File: src/rtl/shift_sequencer_if.sv
// Request/response handshake bundle between an issuing master and the shift_sequencer.
// The master offers operations; the slave (sequencer) returns registered results.
interface shift_sequencer_if;
  logic        in_valid;
  logic        in_ready;
  logic [2:0]  op;
  logic [31:0] a;
  logic [4:0]  amt;
  logic        out_valid;
  logic        out_ready;
  logic [31:0] result;
  logic        out_err;

  modport master (
    output in_valid, op, a, amt, out_ready,
    input  in_ready, out_valid, result, out_err
  );

  modport slave (
    input  in_valid, op, a, amt, out_ready,
    output in_ready, out_valid, result, out_err
  );
endinterface

File: src/rtl/shift_sequencer.sv
// Issue/collect FSM around an external combinational 32-bit barrel shifter.
// Rotates are built from two shifter passes whose partial results are OR-ed.
module shift_sequencer (
  input  logic              clk,
  input  logic              rst_n,
  shift_sequencer_if.slave  bus,
  output logic [31:0]       sh_in,
  output logic [4:0]        sh_amt,
  output logic              sh_dir,
  output logic              sh_signex,
  input  logic [31:0]       sh_out
);

  localparam logic [2:0] OP_SLL = 3'd0;
  localparam logic [2:0] OP_SRL = 3'd1;
  localparam logic [2:0] OP_SRA = 3'd2;
  localparam logic [2:0] OP_ROL = 3'd3;
  localparam logic [2:0] OP_ROR = 3'd4;

  typedef enum logic [1:0] {IDLE, PASS1, PASS2, DONE} state_t;

  state_t      state_q, state_d;
  logic [31:0] a_q, a_d;
  logic [4:0]  amt_q, amt_d;
  logic [2:0]  op_q, op_d;
  logic [31:0] p1_q, p1_d;
  logic [31:0] result_q, result_d;
  logic        err_q, err_d;
  logic        is_rot;

  // Complementary amount for the second rotate pass: 5-bit two's-complement negate.
  function automatic logic [4:0] neg_amt(input logic [4:0] x);
    return ~x + 5'd1;
  endfunction

  assign is_rot = (op_q == OP_ROL) || (op_q == OP_ROR);

  always_ff @(posedge clk or negedge rst_n) begin
    if (!rst_n) begin
      state_q  <= IDLE;
      a_q      <= '0;
      amt_q    <= '0;
      op_q     <= '0;
      p1_q     <= '0;
      result_q <= '0;
      err_q    <= 1'b0;
    end else begin
      state_q  <= state_d;
      a_q      <= a_d;
      amt_q    <= amt_d;
      op_q     <= op_d;
      p1_q     <= p1_d;
      result_q <= result_d;
      err_q    <= err_d;
    end
  end

  always_comb begin
    state_d   = state_q;
    a_d       = a_q;
    amt_d     = amt_q;
    op_d      = op_q;
    p1_d      = p1_q;
    result_d  = result_q;
    err_d     = err_q;
    sh_in     = '0;
    sh_amt    = '0;
    sh_dir    = 1'b0;
    sh_signex = 1'b0;

    unique case (state_q)
      IDLE: begin
        if (bus.in_valid) begin
          a_d   = bus.a;
          amt_d = bus.amt;
          op_d  = bus.op;
          if (bus.op > OP_ROR) begin
            result_d = bus.a;
            err_d    = 1'b1;
            state_d  = DONE;
          end else begin
            err_d   = 1'b0;
            state_d = PASS1;
          end
        end
      end
      PASS1: begin
        sh_in     = a_q;
        sh_amt    = amt_q;
        sh_dir    = (op_q != OP_SLL) && (op_q != OP_ROL);
        sh_signex = (op_q == OP_SRA);
        p1_d      = sh_out;
        // A rotate by zero is complete after the first pass.
        if (is_rot && (amt_q != 5'd0)) begin
          state_d = PASS2;
        end else begin
          result_d = sh_out;
          state_d  = DONE;
        end
      end
      PASS2: begin
        sh_in    = a_q;
        sh_amt   = neg_amt(amt_q);
        sh_dir   = (op_q == OP_ROL);
        result_d = p1_q | sh_out;
        state_d  = DONE;
      end
      DONE: begin
        if (bus.out_ready) state_d = IDLE;
      end
      default: state_d = IDLE;
    endcase
  end

  assign bus.in_ready  = (state_q == IDLE);
  assign bus.out_valid = (state_q == DONE);
  assign bus.result    = result_q;
  assign bus.out_err   = err_q;

endmodule

File: src/flat_wrapper.sv
// flat-port wrapper written by rule: the top's interface ports become plain ports
module shift_sequencer_flat 
  (clk, rst_n, sh_in, sh_amt, sh_dir, sh_signex, sh_out, bus_in_valid, bus_op, bus_a, bus_amt, bus_out_ready, bus_in_ready, bus_out_valid, bus_result, bus_out_err);
  shift_sequencer_if bus_i ();
  input  logic clk;
  input  logic rst_n;
  output logic [31:0] sh_in;
  output logic [4:0] sh_amt;
  output logic sh_dir;
  output logic sh_signex;
  input  logic [31:0] sh_out;
  input wire logic [$bits(bus_i.in_valid)-1:0] bus_in_valid;
  input wire logic [$bits(bus_i.op)-1:0] bus_op;
  input wire logic [$bits(bus_i.a)-1:0] bus_a;
  input wire logic [$bits(bus_i.amt)-1:0] bus_amt;
  input wire logic [$bits(bus_i.out_ready)-1:0] bus_out_ready;
  output wire logic [$bits(bus_i.in_ready)-1:0] bus_in_ready;
  output wire logic [$bits(bus_i.out_valid)-1:0] bus_out_valid;
  output wire logic [$bits(bus_i.result)-1:0] bus_result;
  output wire logic [$bits(bus_i.out_err)-1:0] bus_out_err;
  assign bus_i.in_valid = bus_in_valid;
  assign bus_i.op = bus_op;
  assign bus_i.a = bus_a;
  assign bus_i.amt = bus_amt;
  assign bus_i.out_ready = bus_out_ready;
  assign bus_in_ready = bus_i.in_ready;
  assign bus_out_valid = bus_i.out_valid;
  assign bus_result = bus_i.result;
  assign bus_out_err = bus_i.out_err;
  shift_sequencer u_core (.clk(clk), .rst_n(rst_n), .bus(bus_i), .sh_in(sh_in), .sh_amt(sh_amt), .sh_dir(sh_dir), .sh_signex(sh_signex), .sh_out(sh_out));
endmodule
File: config.mk
export PLATFORM = sky130hd
export DESIGN_NAME = shift_sequencer_flat
export DESIGN_NICKNAME = d
export VERILOG_FILES = /design/src/rtl/shift_sequencer_if.sv /design/src/rtl/shift_sequencer.sv /design/src/flat_wrapper.sv
export SDC_FILE = /design/constraint.sdc
export NUM_CORES = 1
export LEC_CHECK = 0
export BUFFER_PORTS_ARGS = -buffer_cell sky130_fd_sc_hd__buf_4
export CAP_MARGIN = 20
export CORE_MARGIN = 2
export CORE_UTILIZATION = 30
export CTS_CLUSTER_DIAMETER = 200
export DETAILED_ROUTE_END_ITERATION = 10
export GPL_TIMING_DRIVEN = 0
export HOLD_SLACK_MARGIN = 0.1
export MAX_ROUTING_LAYER = met4
export PLACE_DENSITY = 0.61
export SLEW_MARGIN = 20
export SYNTH_ARGS = -nofsm -noshare
export SYNTH_HDL_FRONTEND = slang
export SYNTH_SLANG_ARGS = --single-unit
File: constraint.sdc
create_clock -name clk -period 1.9 [get_ports clk]
set_clock_uncertainty 0.1 [all_clocks]
set_input_delay 0.285 -clock clk [delete_from_list [all_inputs] [get_ports clk]]
set_output_delay 0.285 -clock clk [all_outputs]
set_load 0.01 [all_outputs]
Word level (Yosys, flattened, before mapping)

Cells that the tools add are included.

Add/subtract/negate cells: 1
$lt $le $gt $ge: 1
Equal/unequal tests: 11
Muxes and demuxes: 14
Bitwise operators: 2
Reductions and logical operators: 11

Operators by type and width:

| kind                                                  | count |
|---|---|
| 2-to-1 mux 32 bit                                     | 4 |
| case mux 32 bit (3 select lines)                      | 1 |
| bitwise OR 32 bit                                     | 1 |
| case mux 5 bit (2 select lines)                       | 1 |
| case mux 2 bit (4 select lines)                       | 1 |
| == test 3 x 2 -> 1 bit (second input constant)        | 2 |
| 2-to-1 mux 2 bit                                      | 3 |
| != test 2 bit (second input constant)                 | 3 |
| nonzero test 3 bit                                    | 2 |
| adder 5 x 1 -> 5 bit (second input constant)          | 1 |
| inverter 5 bit                                        | 1 |
| nonzero test 5 bit                                    | 1 |
| == test 2 bit (second input constant)                 | 2 |
| AND reduction 2 bit                                   | 2 |
| AND reduction 4 bit                                   | 1 |
| == test 3 bit (second input constant)                 | 1 |
| greater-than comparator 3 bit (second input constant) | 1 |
| 2-to-1 mux 1 bit                                      | 3 |
| != test 3 x 2 -> 1 bit (second input constant)        | 1 |
| == test 2 x 1 -> 1 bit (second input constant)        | 1 |
| logical AND 1 bit                                     | 2 |
| logical NOT 2 bit                                     | 1 |
| != test 2 x 1 -> 1 bit (second input constant)        | 1 |
| case mux 1 bit (2 select lines)                       | 1 |
| 2 further kinds                                       | 2 |

Register bits: 107
Input bits: 76
Output and inout bits: 74
Logic and storage cells: 47

Depth between registers and ports, before layout

Gate-level depths: netlist of the first run.

Depth in word-level cells: 5
Depth in mapped cells: 8
Depth with buffers taken out: 6

Least setup slack after synthesis of the first run

Ideal clock, no wire load.

Path type: reg2reg
Start: reg u_core.amt_q[0]
End: reg u_core.result_q[22], in the netlist u_core.bus.result[22]
Setup time: 0.125 ns
Arrival: 1.806 ns
Required time: 1.675 ns
Setup slack: -0.131 ns
Cell stages (with the launch flop): 8
Buffers on the path: 1
Period minus slack after synthesis: 2.031 ns
Cells stage by stage: dfrtp_1 inv_1 ha_1 nor3b_1 ha_1 o32ai_4 buf_6 mux2_2

Longest elaborated chain between the ends: 4

RTL lines:

| item                          | line                  | text |
|---|---|---|
| from (decl)                   | shift_sequencer.sv:24 | `logic [4:0] amt_q, amt_d;` |
| from (signal assigned)        | shift_sequencer.sv:50 | `amt_q <= amt_d;` |
| nonzero test 5 bit            | shift_sequencer.sv:94 | `if (is_rot && (amt_q != 5'd0)) begin` |
| logical AND 1 bit             | shift_sequencer.sv:94 |  |
| != test 2 bit (no line)       | n/a                   |  |
| AND reduction 4 bit (no line) | n/a                   |  |
| to (signal assigned)          | shift_sequencer.sv:53 | `result_q <= result_d;` |
| to (decl)                     | shift_sequencer.sv:27 | `logic [31:0] result_q, result_d;` |

Every way passes these cells.
A chain may end at the register's enable or synchronous reset.

Worst setup path in the final report of the first run

Start: reg u_core.state_q[1]
End: out sh_amt[2]

Longest elaborated chain between the ends: 2
Elaborated cells on any way between the ends: 3
Classes of those cells: 2 x eq/ne; 1 x mux

RTL lines:

| item                                                    | line                  | text |
|---|---|---|
| from (decl)                                             | shift_sequencer.sv:22 | `state_t state_q, state_d;` |
| from (signal assigned)                                  | shift_sequencer.sv:48 | `state_q <= state_d;` |
| == test 2 bit or == test 2 x 1 -> 1 bit (tied branches) | shift_sequencer.sv:71 | `unique case (state_q)` |
| case mux 5 bit (2 select lines) *                       | shift_sequencer.sv:71 |  |
| to (decl)                                               | flat_wrapper.sv:8     | `output logic [4:0] sh_amt;` |

Every way passes the cells marked *; elsewhere a longest branch is shown, timed or not.

==> summary.txt, run 1 <==
Synth
  • Warnings, synthesis: 0
  • Simple-Gate Fraction of Synth Area: 7.22%
  • Largest family of logic cells by synthesized area: multiplexers
  • Post-synth top flop: dfrtp_1
  • Seq cells post-synth: roughly 110
  • Synth Area in Compound Gates: about 11%
  • Post-Synth XOR/XNOR Area: less than 1%
  • Post-Synth Adder-Cell Area: 1.49%
  • Seq/Total Area, Yosys: 53.1%
  • Post-synthesis net count: 486
  • Mean Syn Cell Area: roughly 12 sq um
  • Distinct cells, synth: 29
  • Async SR Flop Fraction: 100%
  • Mux share of post-synthesis cell area: roughly a quarter
  • Syn Inst Count: just over 400
  • Cell Area, Synth: 5040 sq um
  • Post-synth EDFFs: 0

Die
  • Core Area: 16,500 sq um
  • Die H: 134 microns
  • # rows: between 40 and 50
  • Ports: 150
  • Die Width: 134 microns
  • DIE AREA: 17,900 sq um
  • Initial core utilization: between 30% and 40%

STA
  • Rel. slew slack: 41.3%
  • WHS: 0.286 ns
  • Total negative slack: -12.20 ns
  • Final Hold Fails: 0
  • Setup ws final: -0.309 ns
  • Final slew viol count: 0
  • Worst Tran Pin Value: approximately 0.88 ns
  • Fin crit period: 2.21 ns
  • Fmax: 453 MHz
  • Final period util: 116%
  • RSZ-0062 raised after global routing: yes
  • Final setup fails: 70

Pwr
  • Part of the power in combinational logic: 66.9%
  • Power Internal: 12.0 mW
  • Sequential share of power: 22.7%
  • Net Sw Frac: a little over a third
  • Clock share of power: 10.4%
  • P_sw: around 6.6 mW
  • Power Density: 2160 nW/um^2
  • Power, Total: 18.6 mW
  • Peak supply drop: ~1000 uV
  • Leak: 4.00 nW

Clock network
  • Worst-Skew Late Latency: 0.35 ns
  • Clk buf depth: 2
  • H-tree depth: 3
  • Clock-pin slew on the worst setup and hold paths: 0.07 ns
  • Root buf cell: clkbuf_16
  • CTS tree: built
  • Clock sinks: ~110
  • CTS buffer count: 9

Layout
  • Core Util, Final: about 52%
  • Area of the multi-input gates: 2610 sq um
  • # fillers: approximately 1,400
  • Storage cell area: about 2700 sq um
  • Ratio of cells with drive above 1 in the final layout: 58.5%
  • Total Nets Final: 752
  • Layout overhead on the synthesized area: 70.7%

Worst setup path
  • Crit path max-delay cell type: dfrtp_2
  • Slowest cell delay on critical path: 0.45 ns
  • Worst Path Arrival: 1.82 ns
  • Critical path endpoint category: output port
  • Worst setup SP type: flop
  • Critical path data required time: roughly 1.5 ns
  • Worst-path maximum fanout: 8
  • Most frequent CP cell: nand2_1
  • WP buf/inv: 4
  • Crit path cell chain: buf_6, ha_4, clkbuf_16, buf_8, nand2_1, nand2_1, a21oi_2, nor2_1, buf_4
  • WS Path Type: flop to output port
  • Delay-heaviest family, CP: buffers and inverters

Routing
  • Drt drc: 0
  • Vias/cell: 4.69
  • DRT Pass-1 Iters: 6
  • Wire per inst: 17.8 microns
  • DRT antenna net count: 0
  • Routed Wire Length: 15.9 mm
  • Starting DRT DRC Count: between 100 and 150
  • Via count: 4,205

Placed design
  • Final GP Congestion: slightly below 0.8
  • DP Worst Slack: -0.616 ns
  • Detailed-placement wirelength estimate: 9.90 mm
  • # port buffers: 149

Global routing
  • Vias in the first global route: about 4,400
  • First-pass GRT wire length: 24.2 mm
  • Largest net degree at the start of global routing: 108
  • Gr ovfl total: 0
  • Overall routing resource usage: 18.2%
  • Initial antenna violation count: 1

Run status
  • Status: finished, violations left
  • Failing checks: setup timing

Run
  • Max-Cap Viols: 0

Hold path
  • HP Class: input pin to flop
## flip-flops by register name, indices dropped and copies added (netlist names)
signal / count
u_core.amt_q: 5
u_core.op_q: 3
u_core.bus.result: 32
u_core.a_q: 32
u_core.bus.out_err: 1
u_core.state_q: 2
u_core.p1_q: 32
## timing repair
action | in CTS | in global routing
hold buffers | 73 | 0
buffers inserted | 20 | 11
endpoints found under the hold margin | 179 | 0
gates cloned | 4 | 3
pin swaps | 5 | 11
gates resized for setup | 162 | 70
endpoints found under the setup margin | 135 | 107
## path summary, 6_finish.rpt
check | start | to | slack (ns) | cells after the start
setup / recovery | u_core.state_q[1] | sh_amt[2] | -0.31 | 9
hold / removal | bus_in_valid | u_core.a_q[30] | 0.29 | 3
setup reg to reg | u_core.state_q[0] | u_core.bus.result[18] | -0.16 | 9
hold reg to reg | u_core.p1_q[14] | u_core.p1_q[14] | 0.41 | 1
max in group asynchronous | rst_n | u_core.state_q[1] | 0.54 | 2
min in group asynchronous | rst_n | u_core.a_q[30] | 0.50 | 2
## per-layer routing
layer  track usage (%)  wire length, microns  up-vias
met5                 -                     0        -
met4              4.55                   231        0
met3              4.22                   780       17
met2              30.1                  8020      112
met1              22.7                  6910     2106
li1                  -                     -     1970
## through the flow
step,area [sq um],cells
2_1_floorplan,5050,404
3_3_place_gp,6440,773
3_5_place_dp,6450,773
4_1_cts,8280,885
5_1_grt,8600,896
6_report,8600,896
## area by class of cell
cell class	count	share of cell area [%]
clock inverters	5	0.713
multi-input cells	261	30.3
diodes	1	0.0291
inverters	10	0.524
plain buffers	24	3.29
flip-flops and latches	107	31.2
well taps	220	3.20
clock buffers	11	2.82
repair buffers	257	27.9
## power by group through the flow
stage,clock (mW),combinational [mW],sequential [mW]
after floorplan,0,4.79,4.11
after global placement,0,7.67,4.06
after detailed placement,0,7.81,4.12
after CTS,1.98,11.3,4.15
after global routing,2.10,13.2,4.35
final,1.93,12.4,4.22
## cell usage in the layout, fill, tap and decap left out, types with 3 or more instances in the layout
cell | Yosys | layout
o21ai_0 | 3 | 3
nor2_1 | 17 | 13
o2bb2ai_2 | 0 | 4
a21oi_1 | 35 | 33
and2_4 | 0 | 32
buf_12 | 0 | 7
clkbuf_16 | 0 | 12
ha_4 | 0 | 5
inv_2 | 0 | 3
mux2_2 | 102 | 73
o2bb2ai_1 | 24 | 19
nor3_1 | 11 | 9
buf_4 | 0 | 135
buf_2 | 6 | 5
buf_6 | 3 | 43
inv_4 | 0 | 3
dfrtp_1 | 107 | 105
inv_1 | 10 | 4
nand2_1 | 4 | 3
buf_8 | 0 | 11
dlygate4sd3_1 | 0 | 73
mux2_4 | 0 | 32
a21o_1 | 9 | 9
## cells in the mapped netlist, types with 9 or more instances
cell type	count	area share, %
o2bb2ai_1	24	4.2
nor3_1	11	1.1
clkbuf_1	11	0.82
mux2_2	102	23
a21o_1	9	1.3
inv_1	10	0.74
a21oi_1	35	3.5
dfrtp_1	107	53
and2_1	32	4.0
nor2_1	17	1.3
## worst register-to-register path, stage by stage, from the launching register on
cell and delay (ns):
dfrtp_2 0.46, inv_4 0.10, ha_4 0.23, buf_12 0.14, buf_8 0.12, buf_6 0.11
o21ai_4 0.12, buf_8 0.20, o2bb2ai_1 0.10, mux2_4 0.27
## logic make-up after synthesis
group	Yosys count
compound gates	81
xor+xnor	1
fa+ha+maj	6
buf+inv	36
flops	107
mux	105
simple gates	68
No activity file was read; power rests on OpenSTA's default activity.
==> run 2: changes to the inputs <==
--- a/config.mk
+++ b/config.mk
@@ -7,14 +7,13 @@
 export LEC_CHECK = 0
 export BUFFER_PORTS_ARGS = -buffer_cell sky130_fd_sc_hd__buf_4
 export CAP_MARGIN = 20
-export CORE_MARGIN = 2
 export CORE_UTILIZATION = 30
 export CTS_CLUSTER_DIAMETER = 200
 export DETAILED_ROUTE_END_ITERATION = 10
 export GPL_TIMING_DRIVEN = 0
 export HOLD_SLACK_MARGIN = 0.1
 export MAX_ROUTING_LAYER = met4
-export PLACE_DENSITY = 0.61
+export PLACE_DENSITY = 0.59
 export SLEW_MARGIN = 20
 export SYNTH_ARGS = -nofsm -noshare
 export SYNTH_HDL_FRONTEND = slang
==> constraint.sdc (replaced) <==
create_clock -name clk -period 2.5 [get_ports clk]
set_clock_uncertainty 0.1 [all_clocks]
set_input_delay 0.375 -clock clk [delete_from_list [all_inputs] [get_ports clk]]
set_output_delay 0.375 -clock clk [all_outputs]
set_load 0.01 [all_outputs]
==> run 2 against run 1 <==
  * The flow now finishes without violations
  * Register-to-register slack gained 0.34 ns
  * Die area shrank 3.0%
  * Setup slack gained 0.46 ns
  * First-iteration DRC count grew 13%
  * Non-clock buffer count shrank 106
  * Routed wire length shrank 15%
  * Global-route usage shrank 1.3 points
  * Clock-buffer cell count shrank 1
  * Via count shrank 11%
  * Utilization shrank 11 points
  * Sequential power shrank 26%
  * Combinational power shrank 52%
  * Critical endpoint is now sh_amt[0]
==> summary.txt, run 2 (same netlist as run 1, synthesis figures left out) <==
Run status
  • Status: completed (was finished, violations left)

Worst setup path
  • Reg-to-reg endpoint: u_core.bus.result[6] (was u_core.bus.result[18])
  • Crit path cell chain: inv_2, ha_4, inv_1, buf_4, nor3_1, buf_4 (was buf_6, ha_4, clkbuf_16, buf_8, nand2_1, nand2_1, a21oi_2, nor2_1, buf_4)
  • R2R Setup Slk: 0.18 ns (was -0.16 ns)
  • Worst path depth: 6 (was 9)
  • Worst setup SP type: flop (unchanged)
  • Worst Path Arrival: 1.87 ns (was 1.82 ns)
  • Critical path endpoint category: output port (unchanged)
  • Worst-path maximum fanout: 19 (was 8)
  • Crit path max-delay cell type: dfrtp_1 (was dfrtp_2)
  • Critical path data required time: 2.03 ns (was 1.51 ns)
  • R2R cell count: 7 (was 9)
  • Most frequent CP cell: buf_4 (was nand2_1)
  • WP buf/inv: 4 (unchanged)
  • Delay-heaviest family, CP: buffers and inverters (unchanged)
  • Slowest cell delay on critical path: 0.46 ns (was 0.45 ns)
  • WS Path Type: flop to output port (unchanged)
  • R2r startpoint: u_core.amt_q[0] (was u_core.state_q[0])

Routing
  • Drt drc: 0 (unchanged)
  • DRT antenna net count: 0 (unchanged)
  • Starting DRT DRC Count: 163 (was 144)
  • Via count: 3,754 (was 4,205)
  • Routed Wire Length: 13.5 mm (was 15.9 mm)
  • Metal2 WL: 6.68 mm (was 8.02 mm)
  • Top Metal Used: met4 (unchanged)
  • Met3 wire length: 649 microns (was 780 microns)
  • WL met1: 6.00 mm (was 6.91 mm)
  • Wire per inst: 17.2 microns (was 17.8 microns)
  • DRT Pass-1 Iters: 5 (was 6)
  • Vias/cell: 4.76 (was 4.69)

Clock network
  • H-tree depth: 3 (unchanged)
  • Clk buf depth: 2 (unchanged)
  • Clock sinks: 107 (unchanged)
  • Worst-Skew Late Latency: 0.35 ns (about the same)
  • CTS buffer count: 9 (unchanged)
  • Clock-pin slew on the worst setup and hold paths: 0.07 ns (about the same)
  • CTS tree: built (unchanged)
  • Root buf cell: clkbuf_16 (unchanged)

STA
  • Setup ws final: 0.154 ns (was -0.309 ns)
  • Final Hold Fails: 0 (unchanged)
  • Final setup fails: 0 (was 70)
  • Rel. slew slack: 53.8% (was 41.3%)
  • Fmax: 426 MHz
  • Worst Tran Pin Value: 0.693 ns (was 0.881 ns)
  • Fin crit period: 2.35 ns
  • Final slew viol count: 0 (unchanged)
  • Final period util: 93.8%
  • WHS: 0.154 ns (was 0.286 ns)

Hold path
  • Hold_sp: bus_amt[3] (was bus_in_valid)
  • HP Class: input pin to flop (unchanged)
  • Hold Path End: u_core.amt_q[3] (was u_core.a_q[30])
  • Hold Path Depth: 2 (was 3)

Die
  • Core Area: 16,500 sq um (about the same)
  • Die Width: 132 microns (was 134 microns)
  • # rows: 47 (unchanged)
  • DIE AREA: 17,300 sq um (was 17,900 sq um)
  • Ports: 150 (unchanged)
  • Initial core utilization: 30.6% (was 30.5%)
  • Die H: 132 microns (was 134 microns)

Layout
  • Ratio of cells with drive above 1 in the final layout: 51.1% (was 58.5%)
  • Storage cell area: 2680 sq um (about the same)
  • Layout overhead on the synthesized area: 34.9% (was 70.7%)
  • # fillers: 1,618 (was 1,376)
  • Commonest non-fill, non-tap cells in the layout: buf_4 (150), dfrtp_1 (107), mux2_2 (102) (was buf_4 (135), dfrtp_1 (105), mux2_2 (73), dlygate4sd3_1 (73), buf_6 (43))
  • Area of the multi-input gates: 2220 sq um (was 2610 sq um)
  • Non-filler cells, final: 788 (was 896)
  • Most common cell after layout, fill and taps aside: buf_4 (unchanged)
  • N_diodes: 0 (was 1)
  • Total Nets Final: 646 (was 752)

Placed design
  • Detailed-placement wirelength estimate: 10.1 mm (was 9.90 mm)
  • DP Worst Slack: -0.0758 ns (was -0.616 ns)
  • # port buffers: 149 (unchanged)
  • Dpl cells: 773 (unchanged)
  • Final GP Congestion: 0.771 (was 0.773)

Global routing
  • First-pass GRT wire length: 22.0 mm (was 24.2 mm)
  • Largest net degree at the start of global routing: 108 (unchanged)
  • Gr ovfl total: 0 (unchanged)
  • Initial antenna violation count: 0 (was 1)
  • Vias in the first global route: 4,040 (was 4,413)
  • Overall routing resource usage: 16.9% (was 18.2%)

Pwr
  • Peak supply drop: 579 uV (was 1040 uV)
  • Leak: 3.14 nW (was 4.00 nW)
  • Power Density: 1530 nW/um^2 (was 2160 nW/um^2)

Run
  • Max-Cap Viols: 0 (unchanged)
-- run 2: routing by layer --
layer,track usage [%],vias up
met1,20.9,1869
met3,4.17,14
met5,-,-
met2,27.2,120
li1,-,1751
met4,4.78,0
-- run 2: worst max-delay path by stage --
stage / from / to / slack [ns]
after floorplan: u_core.state_q[0] / sh_amt[2] / 0.45
after global placement: u_core.state_q[0] / u_core.bus.result[18] / 0.02
after detailed placement: u_core.state_q[0] / u_core.bus.result[15] / -0.08
after CTS: u_core.state_q[0] / sh_amt[0] / 0.02
after global routing: u_core.state_q[0] / sh_dir / -0.003
final: u_core.state_q[0] / sh_amt[0] / 0.15
-- run 2: where the power goes --
part           total (mW)  internal (mW)  leakage (nW)  switching (mW)
clock network        1.35          0.703         0.131           0.646
logic                5.95           3.14          1.73            2.81
registers            3.12           2.64          1.29           0.484
-- run 2: what timing repair did --
action,4_1_cts,5_1_grt
hold buffers,0,1
endpoints found under the hold margin,0,47
setup endpoints to repair,45,28
resized for setup,12,10
buffers inserted,0,0
-- run 2: stage by stage --
stage	utilization [%]	area (sq um)	setup TNS, ns	total power, mW
2_1_floorplan	-	5040	0	6.76
5_1_grt	41.3	6800	-0.00332	11.2
3_5_place_dp	39.1	6440	-0.398	9.10
3_3_place_gp	39.1	6430	0	8.90
6_report	41.3	6800	0	10.4
4_1_cts	40.9	6730	0	10.5
-- run 2: cell type report --
cell class / instances / area share [%]
repair buffers: 151 / 17.1
plain buffers: 24 / 2.19
multi-input cells: 261 / 32.7
inverters: 10 / 0.552
clock buffers: 10 / 3.51
clock inverters: 5 / 0.552
well taps: 220 / 4.05
flip-flops and latches: 107 / 39.4
